File: config.mk
export PLATFORM = sky130hd
export DESIGN_NAME = pipeline_hazard_ctrl
export DESIGN_NICKNAME = d
export VERILOG_FILES = /design/src/rtl/pipeline_hazard_ctrl.sv
export SDC_FILE = /design/constraint.sdc
export NUM_CORES = 1
export LEC_CHECK = 0
export ABC_AREA = 1
export BUFFER_PORTS_ARGS = -buffer_cell sky130_fd_sc_hd__buf_4
export CELL_PAD_IN_SITES_DETAIL_PLACEMENT = 1
export CELL_PAD_IN_SITES_GLOBAL_PLACEMENT = 1
export CORE_AREA = 5 5 49 51
export CTS_CLUSTER_SIZE = 28
export DETAILED_ROUTE_END_ITERATION = 8
export DIE_AREA = 0 0 54 56
export MAX_ROUTING_LAYER = met4
export PLACE_DENSITY_LB_ADDON = 0.1
export SKIP_CTS_REPAIR_TIMING = 1
export SYNTH_ARGS = -nofsm -noshare
export SYNTH_HDL_FRONTEND = slang
export SYNTH_SLANG_ARGS = --single-unit
export TNS_END_PERCENT = 50
File: constraint.sdc
create_clock -name Clock -period 2.4 [get_ports Clock]
set_input_delay 0.12 -clock Clock [delete_from_list [all_inputs] [get_ports Clock]]
set_output_delay 0.12 -clock Clock [all_outputs]
set_load 0.02 [all_outputs]
File: src/rtl/pipeline_hazard_ctrl.sv
// pipeline_hazard_ctrl -- stall/flush control for a 5-stage in-order pipeline.
//
// Detects load-use hazards, squashes the fetched instruction on a taken
// branch, and holds the front end while a multi-cycle mul/div op is in EX.
//
// Ports:
//   Clock, Reset_n          single clock, asynchronous active-low reset
//   ID_EX_MemRead           EX instruction is a load
//   ID_EX_RegisterRt        load destination register in EX
//   IF_ID_RegisterRs/Rt     source registers of the ID instruction
//   ID_Uses_Rt              ID instruction reads Rt
//   Branch_Taken            branch resolved taken in ID
//   MD_Start                ID instruction is a multi-cycle mul/div
//   PC_Write, IF_ID_Write   front-end enables
//   IF_ID_Flush             zero IF/ID on next edge
//   ID_EX_Flush             insert bubble into ID/EX on next edge
//   Busy                    high while waiting on a mul/div op
//   Stall_Count             (HAZARD_STATS_EN only) saturating count of stall cycles
//
// Optional feature macro: HAZARD_STATS_EN adds the Stall_Count output.
module pipeline_hazard_ctrl #(
    parameter int unsigned rwidth = 5,
    parameter int unsigned MD_LAT = 4   // legal range 2..15
) (
    input  logic              Clock,
    input  logic              Reset_n,
    input  logic              ID_EX_MemRead,
    input  logic [rwidth-1:0] ID_EX_RegisterRt,
    input  logic [rwidth-1:0] IF_ID_RegisterRs,
    input  logic [rwidth-1:0] IF_ID_RegisterRt,
    input  logic              ID_Uses_Rt,
    input  logic              Branch_Taken,
    input  logic              MD_Start,
    output logic              PC_Write,
    output logic              IF_ID_Write,
    output logic              IF_ID_Flush,
    output logic              ID_EX_Flush,
`ifdef HAZARD_STATS_EN
    output logic              Busy,
    output logic [15:0]       Stall_Count
`else
    output logic              Busy
`endif
);

    typedef enum logic [0:0] {StRun, StMdWait} state_e;

    // The MD op occupies EX in the RUN cycle that launches it, so the wait
    // lasts MD_LAT-1 cycles: counting MD_LAT-2 down to 0 inclusive.
    localparam logic [3:0] MdInit = 4'(MD_LAT - 2);

    state_e     state_q, state_d;
    logic [3:0] md_cnt_q, md_cnt_d;
    logic       load_hazard;
    logic       stall;

    assign load_hazard = ID_EX_MemRead && (ID_EX_RegisterRt != '0) &&
                         ((ID_EX_RegisterRt == IF_ID_RegisterRs) ||
                          (ID_Uses_Rt && (ID_EX_RegisterRt == IF_ID_RegisterRt)));

    always_comb begin
        state_d     = state_q;
        md_cnt_d    = md_cnt_q;
        stall       = 1'b0;
        IF_ID_Flush = 1'b0;
        Busy        = 1'b0;
        unique case (state_q)
            StRun: begin
                // Priority: load hazard, then taken branch, then MD launch.
                if (load_hazard) begin
                    stall = 1'b1;
                end else if (Branch_Taken) begin
                    IF_ID_Flush = 1'b1;
                end else if (MD_Start) begin
                    state_d  = StMdWait;
                    md_cnt_d = MdInit;
                end
            end
            StMdWait: begin
                stall = 1'b1;
                Busy  = 1'b1;
                if (md_cnt_q == 4'd0) begin
                    state_d = StRun;
                end else begin
                    md_cnt_d = md_cnt_q - 4'd1;
                end
            end
            default: begin
                state_d  = StRun;
                md_cnt_d = 4'd0;
            end
        endcase
        PC_Write    = !stall;
        IF_ID_Write = !stall;
        ID_EX_Flush = stall;
    end

    always_ff @(posedge Clock or negedge Reset_n) begin
        if (!Reset_n) begin
            state_q  <= StRun;
            md_cnt_q <= 4'd0;
        end else begin
            state_q  <= state_d;
            md_cnt_q <= md_cnt_d;
        end
    end

`ifdef HAZARD_STATS_EN
    logic [15:0] stall_cnt_q;

    always_ff @(posedge Clock or negedge Reset_n) begin
        if (!Reset_n) begin
            stall_cnt_q <= 16'd0;
        end else if (stall && (stall_cnt_q != 16'hFFFF)) begin
            stall_cnt_q <= stall_cnt_q + 16'd1;
        end
    end

    assign Stall_Count = stall_cnt_q;
`endif

endmodule

# ---- Word level (Yosys, flattened, before mapping)
# Index checks and enable logic that the tools add are counted.
dict set report op_classes {
  n_eq_ne 6
  reduce_logical 8
  n_addsub 1
  mux 16
  n_bitwise 1
}
# operator count
set ops {}
lappend ops {{$mux 4} 4}
lappend ops {{$eq 5x5->1} 2}
lappend ops {{$mux 1} 9}
lappend ops {{$ne 2x2->1 const B} 4}
lappend ops {{$pmux 4 s2} 1}
lappend ops {{$reduce_bool 5->1} 1}
lappend ops {{$logic_not 4->1} 1}
lappend ops {{$pmux 1 s2} 2}
lappend ops {{$reduce_and 4->1} 1}
lappend ops {{$sub 4x1->4 const B} 1}
lappend ops {{$logic_and 1x1->1} 3}
lappend ops {{$logic_not 1->1} 1}
lappend ops {{$logic_or 1x1->1} 1}
lappend ops {{$not 1->1} 1}
dict set report totals {
  in_bits 21
  register_bits 5
  output_inout_bits 5
  word_cells 34
}

# ---- Longest topological paths before layout
dict set report logic_depth {
  depth_word 7
  ltp_mapped 11
}

# ---- Worst setup path after synthesis
# No wires, ideal clock.
dict set report synth_timing {
  kind {reg2out}
  start {register state_q}
  end {output PC_Write}
  t_arrival_ns 1.211
  path_stages_with_launch 5
  required_time_ns 2.280
  path_slack_ns 1.069
  cell_sequence {dfrtp_1 > inv_1 > nand2_1 > inv_1 > buf_4}
}
dict set report synth_between {
  elab_chain_len 3
}
# item line_no
set synth_rtl {}
lappend synth_rtl {{start: declaration} 52} ;# state_e state_q, state_d;
lappend synth_rtl {{start signal: assignment} 100} ;# state_q <= StRun;
lappend synth_rtl {{start signal: assignment} 103} ;# state_q <= state_d;
lappend synth_rtl {{$not 1->1} --}
lappend synth_rtl {{$pmux 1 s2 *} 67} ;# unique case (state_q)
lappend synth_rtl {{net ID_EX_Flush} 37} ;# output logic ID_EX_Flush,
lappend synth_rtl {{$logic_not 1->1 *} --}
lappend synth_rtl {{end: declaration} 34} ;# output logic PC_Write,
# The timed path passes the listed nets; every way through them passes the cells marked *.

# ---- Final worst setup path
dict set report layout_timing {
  start {register state_q}
  end {output IF_ID_Flush}
}
dict set report layout_between {
  elab_chain_len 1
}
# item line_no
set layout_rtl {}
lappend layout_rtl {{$mux 1} 67}
lappend layout_rtl {{end: declaration} 36} ;# output logic IF_ID_Flush,
# No other way between the ends.

==> flow_summary.yaml <==
sta:
  post-route-period-util_pct: 55.4
  fin_setup_tns_ns: 0
  rsz0062_at_grt: "false"
  setup_viol: 0
  tightest_slew_ns: 0.242
  fin_worst_skew_ns: 0.00407
  timing.fmax_ghz: 0.752
  hold_viol: 0
  relSlewSlack_pct: 83.7
  drv_slew: 0
  whs_ns: 0.210
  post-route-min-period_ns: 1.33
placement:
  portBuffers: 25
  dp_hpwl_mm: 1.35
  placed_cells: 146
  gp_congestion: 0.826
logic_synthesis:
  synth-edff-count: 0
  synth_top_area_share_pct: 27.0
  synth_flop_cell: "dfrtp_1"
  synth_top_area_cell: "nand2_1"
  syn_nets: 117
  synth.area.top_cells: "nand2_1 27%, dfrtp_1 24%, inv_1 13%, nand3_1 7.6%, nor2_1 6.4%"
  synth.cell_area_um2: 528
  yosys_warnings: 0
  ys_ff_latch: 5
  yosysUniqueCellTypes: 18
  synthTopCellsByCount: "38 x nand2_1, 18 x inv_1, 9 x nor2_1"
  synth_cells: 95
  ys_seq_area_share_pct: 23.7
  ys_async_sr_fraction_pct: 100
  syn_avg_cell_area_um2: 5.56
  yosysMostFrequentCell: "nand2_1"
clock_network:
  clk_path_buf_depth: 2
  cts_sinks: 5
  cts_tree: "yes"
  clk_pin_slew_ns: 0.04
  numCtsBuffers: 3
  htree_levels: 1
  insertion_delay_ns: 0.24
  clockRootBuffer: "clkbuf_4"
pwr:
  power_per_cell_area_mw_per_mm2: 869
  p_leak_nw: 0.481
  vdd_drop_max_mv: 0.668
global_route:
  grt_util_all_layers_pct: 11.2
  grt_start_max_net_pins: 6
  grt_pass1_wl_mm: 2.50
  antenna_found_initial: 0
  grt-ovfl-total: 0
  grt_pass1_vias: 616
floorplan:
  rows: 16
  core_area_mm2: 0.00190
  die_h_um: 56
  die_x_um: 54
  dieArea_mm2: 0.00302
  ioPinCount: 26
  start_util_pct: 27.8
run:
  drv_cap: 0
drt:
  via_per_inst: 4.17
  vias: 630
  first_pass_iters: 4
  routedWlPerCell_um: 9.97
  antenna_left: 0
  drtIter0Drc: 7
  routed_wl_mm: 1.51
  drc: 0
worst_setup_path:
  critical_path.slowest_cell: "dfrtp_1"
  required_ns: 2.28
  cpPeakStageDelay_ns: 0.43
  end_kind: "output pin"
  worstSetupPathType: "reg2out"
  start_kind: "flip-flop"
  worstPathCellList: "inv_1, nand2_1, nor2_1, buf_4"
  cp_max_fo: 5
  worstPathArrival_ns: 1.21
final_layout:
  n_antenna_cell: 0
  nets: 147
  fillers: 271
  area_delta_synth_final_pct: 47.4
  multi_input_area_um2: 309
  ff_latch_area_um2: 125
  drive_gt1_share_pct: 29.0
  final_cells: 151
status:
  outcome: "complete, no violations"
min_path:
  hp-class: "in2async"
cell usage in the layout, fill, tap and decap left out:
cell,n
ha_1,1
clkbuf_4,3
nand4_1,1
dfrtp_1,5
o21ai_0,1
inv_1,18
nand2_1,38
nand3_1,8
nor3_1,1
nor2_1,9
nand3_4,1
a31oi_1,1
nor3b_1,1
inv_2,5
dlygate4sd3_1,1
xnor2_1,1
nand2_4,1
nor4_1,1
buf_4,25
clkbuf_1,1
nand2_2,1
power breakdown:
part | switching (mW) | internal (mW) | leakage, nW
clock network | 0.0339 | 0.0628 | 0.0150
registers | 0.0482 | 0.129 | 0.0625
logic | 0.237 | 0.165 | 0.404
total | 0.320 | 0.357 | 0.481
area by class of cell:
class                   count  share of cell area (%)
multi-input cells          66                    39.7
repair buffers             26                    25.4
flip-flops and latches      5                    16.1
inverters                  23                    11.1
well taps                  27                    4.34
clock buffers               4                    3.38
final timing paths:
| kind | from | to | slack [ns] | depth (start not counted) |
|---|---|---|---|---|
| setup / recovery | state_q$_DFF_PN0_ | IF_ID_Flush | 1.07 | 4 |
| hold / removal | Reset_n | md_cnt_q[2]$_DFFE_PN0P_ | 0.21 | 2 |
| setup reg to reg | md_cnt_q[0]$_DFFE_PN0P_ | md_cnt_q[1]$_DFFE_PN0P_ | 1.11 | 7 |
| hold reg to reg | md_cnt_q[0]$_DFFE_PN0P_ | md_cnt_q[0]$_DFFE_PN0P_ | 0.54 | 2 |
| max in group asynchronous | Reset_n | md_cnt_q[1]$_DFFE_PN0P_ | 2.08 | 2 |
| min in group Clock | Branch_Taken | state_q$_DFF_PN0_ | 0.24 | 4 |
flip-flops by register name, summed over array words and instances, names as in the netlist:
signal    cells
state_q       1
md_cnt_q      4
worst max-delay path, delay by kind of cell (launching register included):
kind                   cells  cell delay [ns]
and+or+nand+nor            2             0.22
buffers and inverters      2             0.32
DFF                        1             0.43
logic make-up after synthesis:
group / after synthesis / synth area share, %
buffers and inverters: 24 / 17.8
AOI/OAI and AO/OA: 2 / 2.13
adders and majority gates: 1 / 2.37
xor gates and xnor gates: 1 / 1.66
and+or+nand+nor: 62 / 52.4
DFF: 5 / 23.7
through the flow:
step,instance area [um2],power [mW],setup WS (ns),utilization [%]
2_1_floorplan,528,0.442,1.07,-
3_5_place_dp,742,0.590,1.10,39.0
6_report,778,0.676,1.07,40.9
4_1_cts,768,0.691,1.05,40.4
3_3_place_gp,742,0.576,1.18,39.0
5_1_grt,778,0.755,0.953,40.9
layer usage:
metal  track usage (%)  up-vias  share of wire (%)
li1                  -      337                  -
met1              13.2      276                 41
met2              18.3       17                 49
met3              4.29        0                9.2
met4              1.07        0                  0
met5                 -        -                  0
Power figures use the tool's default switching activity.
